## src/rtl/mux4_rr_arbiter_pkg.sv

```systemverilog
// Shared definitions for the 4-requester round-robin mux arbiter.
//   NREQ    : number of requesters competing for the mux channel
//   state_t : arbiter FSM encoding (IDLE = no grant, GRANT = one lane owns the mux)
package mux4_rr_arbiter_pkg;

  localparam int NREQ = 4;

  typedef enum logic {
    ST_IDLE  = 1'b0,
    ST_GRANT = 1'b1
  } state_t;

endpackage

```

## src/rtl/mux4_rr_arbiter_mux4_w.sv

```systemverilog
// DW-wide 4:1 data mux used by the arbiter to present the granted lane.
// Ports:
//   data_in  : four packed lanes, lane i = data_in[i*DW +: DW]
//   sel      : lane index
//   data_out : selected lane (combinational)
module mux4_w #(
  parameter int DW = 8
) (
  input  logic [4*DW-1:0] data_in,
  input  logic [1:0]      sel,
  output logic [DW-1:0]   data_out
);

  always_comb begin
    data_out = data_in[0 +: DW];
    case (sel)
      2'd0:    data_out = data_in[0    +: DW];
      2'd1:    data_out = data_in[DW   +: DW];
      2'd2:    data_out = data_in[2*DW +: DW];
      2'd3:    data_out = data_in[3*DW +: DW];
      default: data_out = data_in[0    +: DW];
    endcase
  end

endmodule

```

## src/rtl/mux4_rr_arbiter.sv

```systemverilog
// Round-robin arbiter and select driver for a shared 4:1 mux channel.
// One requester owns the channel at a time for at most MAX_HOLD consecutive
// cycles; on release the next requester after the last winner is granted on
// the same edge, so back-to-back requesters see no idle bubble.
// Ports:
//   clk       : rising-edge clock
//   rst_n     : asynchronous active-low reset
//   req       : level-sensitive request per requester
//   data_in   : four packed DW-wide lanes
//   gnt       : registered one-hot grant, 0 when idle
//   sel       : registered mux select, index of the gnt bit
//   data_out  : lane chosen by sel
//   out_valid : a grant is active and its requester still asserts req
//   busy      : FSM is in GRANT
//
// state    | meaning
// ---------+--------------------------------------------------
// ST_IDLE  | no grant; sel parked at its last value
// ST_GRANT | gnt/sel own the channel, hold counter running
module mux4_rr_arbiter
  import mux4_rr_arbiter_pkg::*;
#(
  parameter int DW       = 8,
  parameter int MAX_HOLD = 4
) (
  input  logic                 clk,
  input  logic                 rst_n,
  input  logic [NREQ-1:0]      req,
  input  logic [NREQ*DW-1:0]   data_in,
  output logic [NREQ-1:0]      gnt,
  output logic [1:0]           sel,
  output logic [DW-1:0]        data_out,
  output logic                 out_valid,
  output logic                 busy
);

  localparam int            HW        = $clog2(MAX_HOLD) + 1;
  localparam logic [HW-1:0] HOLD_LAST = HW'(MAX_HOLD - 1);

  state_t          state_q, state_d;
  logic [NREQ-1:0] gnt_q, gnt_d;
  logic [1:0]      sel_q, sel_d;
  logic [1:0]      ptr_q, ptr_d;
  logic [HW-1:0]   hold_q, hold_d;

  logic [2:0]      pick;
  logic            rel;

  // Returns {found, index}: first set request scanning ptr+1 .. ptr+4 (mod 4).
  // The last candidate is ptr itself, so the previous winner only wins again
  // when nobody else is asking.
  function automatic logic [2:0] rr_pick(input logic [NREQ-1:0] r,
                                         input logic [1:0]      p);
    logic [2:0] res;
    logic [1:0] idx;
    res = 3'b000;
    for (int k = 1; k <= NREQ; k++) begin
      idx = p + 2'(k);
      if (!res[2] && r[idx]) res = {1'b1, idx};
    end
    return res;
  endfunction

  always_ff @(posedge clk or negedge rst_n) begin
    if (!rst_n) begin
      state_q <= ST_IDLE;
      gnt_q   <= '0;
      sel_q   <= 2'd0;
      ptr_q   <= 2'd3;
      hold_q  <= '0;
    end else begin
      state_q <= state_d;
      gnt_q   <= gnt_d;
      sel_q   <= sel_d;
      ptr_q   <= ptr_d;
      hold_q  <= hold_d;
    end
  end

  always_comb begin
    state_d = state_q;
    gnt_d   = gnt_q;
    sel_d   = sel_q;
    ptr_d   = ptr_q;
    hold_d  = hold_q;

    // A dropped req[sel] is already 0, so the search needs no extra masking.
    pick = rr_pick(req, ptr_q);
    rel  = !req[sel_q] || (hold_q == HOLD_LAST);

    case (state_q)
      ST_IDLE: begin
        if (pick[2]) begin
          state_d = ST_GRANT;
          gnt_d   = 4'b0001 << pick[1:0];
          sel_d   = pick[1:0];
          ptr_d   = pick[1:0];
          hold_d  = '0;
        end
      end
      ST_GRANT: begin
        if (!rel) begin
          hold_d = hold_q + 1'b1;
        end else if (pick[2]) begin
          gnt_d  = 4'b0001 << pick[1:0];
          sel_d  = pick[1:0];
          ptr_d  = pick[1:0];
          hold_d = '0;
        end else begin
          state_d = ST_IDLE;
          gnt_d   = '0;
          hold_d  = '0;
        end
      end
      default: begin
        state_d = ST_IDLE;
        gnt_d   = '0;
        hold_d  = '0;
      end
    endcase
  end

  mux4_w #(.DW(DW)) u_mux (
    .data_in  (data_in),
    .sel      (sel_q),
    .data_out (data_out)
  );

  assign gnt       = gnt_q;
  assign sel       = sel_q;
  assign out_valid = (gnt_q != '0) && req[sel_q];
  assign busy      = (state_q == ST_GRANT);

endmodule

```

## config.mk

```make
export PLATFORM = sky130hd
export DESIGN_NAME = mux4_rr_arbiter
export DESIGN_NICKNAME = d
export VERILOG_FILES = /design/src/rtl/mux4_rr_arbiter_pkg.sv /design/src/rtl/mux4_rr_arbiter_mux4_w.sv /design/src/rtl/mux4_rr_arbiter.sv
export SDC_FILE = /design/constraint.sdc
export NUM_CORES = 1
export LEC_CHECK = 0
export CORE_UTILIZATION = 38
export CTS_CLUSTER_DIAMETER = 200
export CTS_CLUSTER_SIZE = 16
export DETAILED_ROUTE_END_ITERATION = 7
export GPL_ROUTABILITY_DRIVEN = 0
export HOLD_SLACK_MARGIN = 0.02
export PLACE_DENSITY = 0.82
export SYNTH_ARGS = -nofsm -noshare
export SYNTH_HDL_FRONTEND = slang
export SYNTH_HIERARCHICAL = 1
export SYNTH_SLANG_ARGS = --single-unit
export TNS_END_PERCENT = 5
```

## constraint.sdc

```tcl
create_clock -name clk -period 3.3 [get_ports clk]
set_clock_uncertainty 0.2 [all_clocks]
set_input_delay 0.825 -clock clk [delete_from_list [all_inputs] [get_ports clk]]
set_output_delay 0.825 -clock clk [all_outputs]
set_load 0.05 [all_outputs]
```

==> summary.txt, run 1 <==
Status: completed
Worst-Margin Slew: 0.551 ns
Setup TNS: 0 ns
Top cells by area, synth: dfrtp_1 (30%), mux4_2 (25%), dfstp_2 (6.4%), o21ai_0 (5.5%), ha_1 (3.0%)
Drt drc: 0
R2R Path End: gnt[2]
Placed insts: 151
Gr ovfl total: 0
Crit-path max cell delay: 0.54 ns
Synth cell types: 27
Sequential Area: 303 um2
Sw Pwr: 650 uW
Crit path DAT: 2.13 ns
Final period utilization: 95.5%
Post-CTS setup buffer count: 0
HP Start: hold_q[2]
Flop-to-flop setup slack: 1.17 ns
Largest net degree at the start of global routing: 13
Setup violators final: 0
Avg Cell Area, Syn: 12.1 um2
Chip width: 48.5 um
Drt initial violations: 12
Vias in the first global route: 844
Crit-path max FO: 4
Hold depth: 2
First-pass iteration count of the detailed router: 4
Fillers: 157
Unrepaired setup endpoints after global routing: false
Clock group share of total power: 7.5%
PwrDens: 901 mW/mm2
Sw Share: 51.2%
Post-CTS Resized: 0
Worst Hold Endpoint: hold_q[2]
Share of the synthesized area in the top cell type: 30.5%
Synth warn: 6
Footprint of the multi-input gates: 490 um2
Clk Tree Root Cell: clkbuf_4
Via count: 838
# hold bufs at CTS: 0
Die Height: 48.5 um
CTS max path bufs: 2
Layout area overhead: 71.8%
Avg WL per Cell: 15.8 um
Site Rows: 16
Final hold violations: 0
R2R cell count: 4
Final HPWL DP: 1940 um
CTS tree: done
Vias per cell: 5.41
Antenna violations before repair: 0
Synth area leader: dfrtp_1
CP Launch Type: input port
Worst-path clk slew: 0.08 ns
Register share of total power: 22.6%
Total core area: 0.00200 mm2
MaxCap Viol Count: 0
CTS Sinks: 12
Share of cells above drive strength 1: 25.8%
CP Capture Type: output pin
Crit path cell chain: clkdlybuf4s50_1 -> mux4_2 -> o41a_2 -> buf_4
Clk_lat worst skew: 0.27 ns
Pins over their slew limit: 0
Die Area: 0.00235 mm2
Tightest Hold Check Type: flip-flop to flip-flop
H-tree levels: 1
Tmin final: 3.15 ns
Delay-heaviest family, CP: buffers and inverters
Synthesized flop and latch total: 12
Maximum vdd drop: 0.000552 V
Initial core utilization: 41.0%
Port bufs: 53
Cell count after synthesis: 68
Slew margin rel.: 62.9%
ANT cells: 0
First-pass GRT wire length: 3910 um
Final std cells w/o fill: 155
Total GRT Usage: 21.7%
Reg2reg start: sel[0]
Routed WL: 2460 um
P_int: 620 uW
Lkg Pwr: 0.558 nW
CP Class: input port to output pin
Post-synth design cell area: 821 um2
Mapped Nets: 108
Number of buffers and inverters on the critical path: 2
Comb power frac: 69.9%
CTS Buf Count: 3
Post-synthesis sequential area ratio: 36.9%
Crit. path cell count: 4
Final net count: 169
Worst EP required: 2.27 ns
Top Ports: 54
Final ANT Viol Nets: 0
CP Launch Point: req[3]
Slowest CP cell: mux4_2
Min Hold Slack: 0.287 ns
Max Fclk: 317 MHz
[sequential cells by signal, summed over array words and instances, names as in the netlist]
register / cells
sel: 2
gnt: 4
busy: 1
ptr_q: 2
hold_q: 3
[per-layer routing]
layer | global-route usage [%] | vias up | wire length [um]
met1 | 27.3 | 389 | 1010
met5 | 0 | - | 0
met4 | 7.84 | 0 | 39
li1 | - | 394 | -
met3 | 4.09 | 5 | 229
met2 | 37.3 | 50 | 1180
[cells in the mapped netlist]
cell	number
a211oi_4	1
a21oi_1	1
a22o_1	2
a22o_2	1
a31oi_1	1
and3_4	1
buf_6	1
clkbuf_2	1
dfrtp_1	10
dfstp_2	2
ha_1	2
inv_1	3
mux4_2	9
nand2_1	3
nand2b_1	2
nand3_1	2
nand3b_1	1
nor2_1	6
nor4_1	1
o211ai_1	1
o21a_1	1
o21ai_0	9
o221a_2	1
o221ai_1	1
o31ai_1	2
o41a_2	1
or2b_1	2
[per-stage QoR]
step	cell area (um2)	util, %	total power, mW	setup slack (ns)
global route	1410	70.4	1.32	0.115
detailed placement	1380	69.1	1.18	0.151
global placement	1380	69.1	1.16	0.155
CTS	1410	70.4	1.27	0.144
floorplan	821	-	0.914	0.711
finish	1410	70.4	1.27	0.150
[worst reg2reg max path, delay by kind of cell, from the launching register on]
kind	cells	cell delay [ns]
compound gates	2	0.45
flops	1	0.55
mux	1	0.62
simple gates	1	0.25
[worst max path at each step]
stage               slack (ns)          end
floorplan                 0.71  data_out[0]
global placement          0.16    out_valid
detailed placement        0.15    out_valid
CTS                       0.14    out_valid
global route              0.12    out_valid
finish                    0.15    out_valid
[power groups by stage]
stage	combinational [mW]	clock [mW]	sequential (mW)
after floorplan	0.559	0	0.355
after global placement	0.873	0	0.286
after detailed placement	0.885	0	0.291
after CTS	0.890	0.0953	0.289
after global routing	0.922	0.101	0.297
final	0.888	0.0955	0.287
[layout by cell type, fill, tap and decap left out]
cell and n:
clkdlybuf4s50_1 44, buf_4 14, dfrtp_1 10, mux4_2 9, o21ai_0 9, nor2_1 6, inv_1 3, nand2_1 3
clkbuf_4 3, nand2b_1 2, or2b_1 2, nand3_1 2, a22o_1 2, o31ai_1 2, ha_1 2, dfstp_2 2
o41a_2 1, nor4_1 1, nand3b_1 1, and3_4 1, a211oi_4 1, a31oi_1 1, o211ai_1 1, o221a_2 1
o21a_1 1, a21oi_1 1, a22o_2 1, o221ai_1 1, clkbuf_1 1
[layout make-up]
type | count | area share (%)
clock buffer | 4 | 1.86
inverter | 3 | 0.799
multi-input combinational | 51 | 34.8
sequential | 12 | 21.5
tap | 27 | 2.40
timing repair buffer | 58 | 38.7
[kinds of logic (layout without fill, tap and decap cells)]
kind of cell | after synthesis | after routing | share of synthesized area, %
flip-flops | 12 | 12 | 36.9
AND/OR/NAND/NOR | 18 | 18 | 11.7
buffers and inverters | 5 | 65 | 3.35
AO/OA/AOI/OAI | 22 | 22 | 20.3
adder cells (fa/ha/maj) | 2 | 2 | 3.05
multiplexers | 9 | 9 | 24.7
Note: power is estimated with default switching activity, not from simulation.
==> run 2: changes to the inputs <==
--- a/config.mk
+++ b/config.mk
@@ -9,9 +9,9 @@
 export CTS_CLUSTER_DIAMETER = 200
 export CTS_CLUSTER_SIZE = 16
 export DETAILED_ROUTE_END_ITERATION = 7
-export GPL_ROUTABILITY_DRIVEN = 0
+export GPL_ROUTABILITY_DRIVEN = 1
 export HOLD_SLACK_MARGIN = 0.02
-export PLACE_DENSITY = 0.82
+export PLACE_DENSITY = 0.84
 export SYNTH_ARGS = -nofsm -noshare
 export SYNTH_HDL_FRONTEND = slang
 export SYNTH_HIERARCHICAL = 1
==> summary.txt, run 2 (synthesis gave the netlist of run 1 again) <==
Status: completed
Die Area: 0.00235 mm2 (unchanged)
Crit path DAT: 2.14 ns (about the same)
Drt drc: 0 (unchanged)
Final ANT Viol Nets: 0 (unchanged)
Unrepaired setup endpoints after global routing: false
Final hold violations: 0 (unchanged)
Final HPWL DP: 1890 um (-2.6%)
Layout area overhead: 73.9%
Post-CTS Resized: 0 (unchanged)
CTS max path bufs: 2 (unchanged)
CTS Sinks: 12 (unchanged)
Gr ovfl total: 0 (unchanged)
Worst EP required: 2.27 ns (about the same)
MaxCap Viol Count: 0 (unchanged)
CTS tree: done
Slew margin rel.: 65.0% (+2.1 points)
Die Height: 48.5 um (unchanged)
Via count: 848 (+1.2%)
Min Hold Slack: 0.288 ns (+0.000620 ns)
# hold bufs at CTS: 0 (unchanged)
CTS Buf Count: 3 (unchanged)
Pins over their slew limit: 0 (unchanged)
Total core area: 0.00200 mm2 (unchanged)
Maximum vdd drop: 0.000687 V (+24%)
Final period utilization: 95.8% (+0.35 points)
Clk_lat worst skew: 0.27 ns (about the same)
Tmin final: 3.16 ns (+0.0114 ns)
HP Start: hold_q[2]
Max Fclk: 316 MHz (-0.36%)
Most frequent cells in the layout: clkdlybuf4s50_1 (44), buf_4 (15), dfrtp_1 (10), mux4_2 (9), o21ai_0 (9)
First-pass iteration count of the detailed router: 4 (unchanged)
Placed insts: 152 (+0.66%)
Top Ports: 54 (unchanged)
CP Class: input port to output pin
Max FFs per register: 4 (unchanged)
Antenna violations before repair: 0 (unchanged)
PwrDens: 900 mW/mm2 (about the same)
Tightest Hold Check Type: flip-flop to flip-flop
First-pass GRT wire length: 3900 um (-0.18%)
ANT cells: 0 (unchanged)
Final net count: 170 (+0.59%)
Drt initial violations: 20 (+8)
Largest net degree at the start of global routing: 13 (unchanged)
Vias in the first global route: 867 (+2.7%)
Reg2reg start: sel[0]
Crit-path max FO: 4 (unchanged)
Initial core utilization: 41.0% (unchanged)
Port bufs: 53 (unchanged)
Vias per cell: 5.44 (+0.54%)
Setup violators final: 0 (unchanged)
Share of cells above drive strength 1: 27.1% (+1.4 points)
Setup TNS: 0 ns (unchanged)
Final std cells w/o fill: 156 (+0.65%)
Chip width: 48.5 um (unchanged)
H-tree levels: 1 (unchanged)
Total GRT Usage: 21.4% (-0.34 points)
Lkg Pwr: 0.569 nW (+2.0%)
CP Launch Type: input port
Clk Tree Root Cell: clkbuf_4
Worst-path clk slew: 0.08 ns (about the same)
Commonest non-fill, non-tap cell in the layout: clkdlybuf4s50_1
CP Launch Point: req[3]
Worst-Margin Slew: 0.523 ns (-0.0280 ns)
Routed WL: 2390 um (-2.5%)
Avg WL per Cell: 15.3 um (-3.1%)
Site Rows: 16 (unchanged)
Post-CTS setup buffer count: 0 (unchanged)
Routability cong.: 0.813
CP Capture Type: output pin
## run 2: path summary, 6_finish.rpt
kind,endpoint,slack [ns],cells past startpoint
min in group asynchronous,busy,0.69,1
worst min-delay path,hold_q[2],0.29,2
worst min register to register,hold_q[2],0.29,2
worst max register to register,gnt[0],1.22,5
max in group asynchronous,ptr_q[0],1.85,1
worst max-delay path,out_valid,0.14,4
## run 2: per-stage QoR
stage          area [um2]  power [mW]  worst slack (ns)  util [%]
2_1_floorplan         821       0.914             0.711         -
3_3_place_gp         1390        1.16             0.172      69.5
3_5_place_dp         1390        1.17             0.147      69.5
4_1_cts              1430        1.29             0.146      71.3
5_1_grt              1430        1.34             0.118      71.3
6_report             1430        1.29             0.138      71.3
## run 2: routing by layer
metal	up-vias	wire length (um)	share of wire, %	global-route usage (%)
met5	-	0	0	0
met4	0	18	0.75	5.88
met3	3	258	11	4.40
met2	57	1150	48	39.4
met1	392	969	40	25.0
li1	396	-	-	-
## run 2: power by group
| part | total, mW | switching, mW | internal (mW) | leakage, nW |
|---|---|---|---|---|
| Clock | 0.117 | 0.0503 | 0.0671 | 0.0210 |
| Sequential | 0.271 | 0.0602 | 0.211 | 0.145 |
| Combinational | 0.897 | 0.534 | 0.363 | 0.403 |
| Total | 1.29 | 0.644 | 0.641 | 0.569 |
## run 2: layout make-up
type / count / area (um2)
fillers: 151 / 574
repair buffers: 59 / 553
multi-input cells: 51 / 490
flip-flops and latches: 12 / 303
clock buffers: 4 / 36.3
well taps: 27 / 33.8
inverters: 3 / 11.3
## run 2: worst max-delay path, stage by stage
cell,delay [ns]
clkdlybuf4s50_1,0.43
mux4_2,0.54
o41a_2,0.15
buf_4,0.20
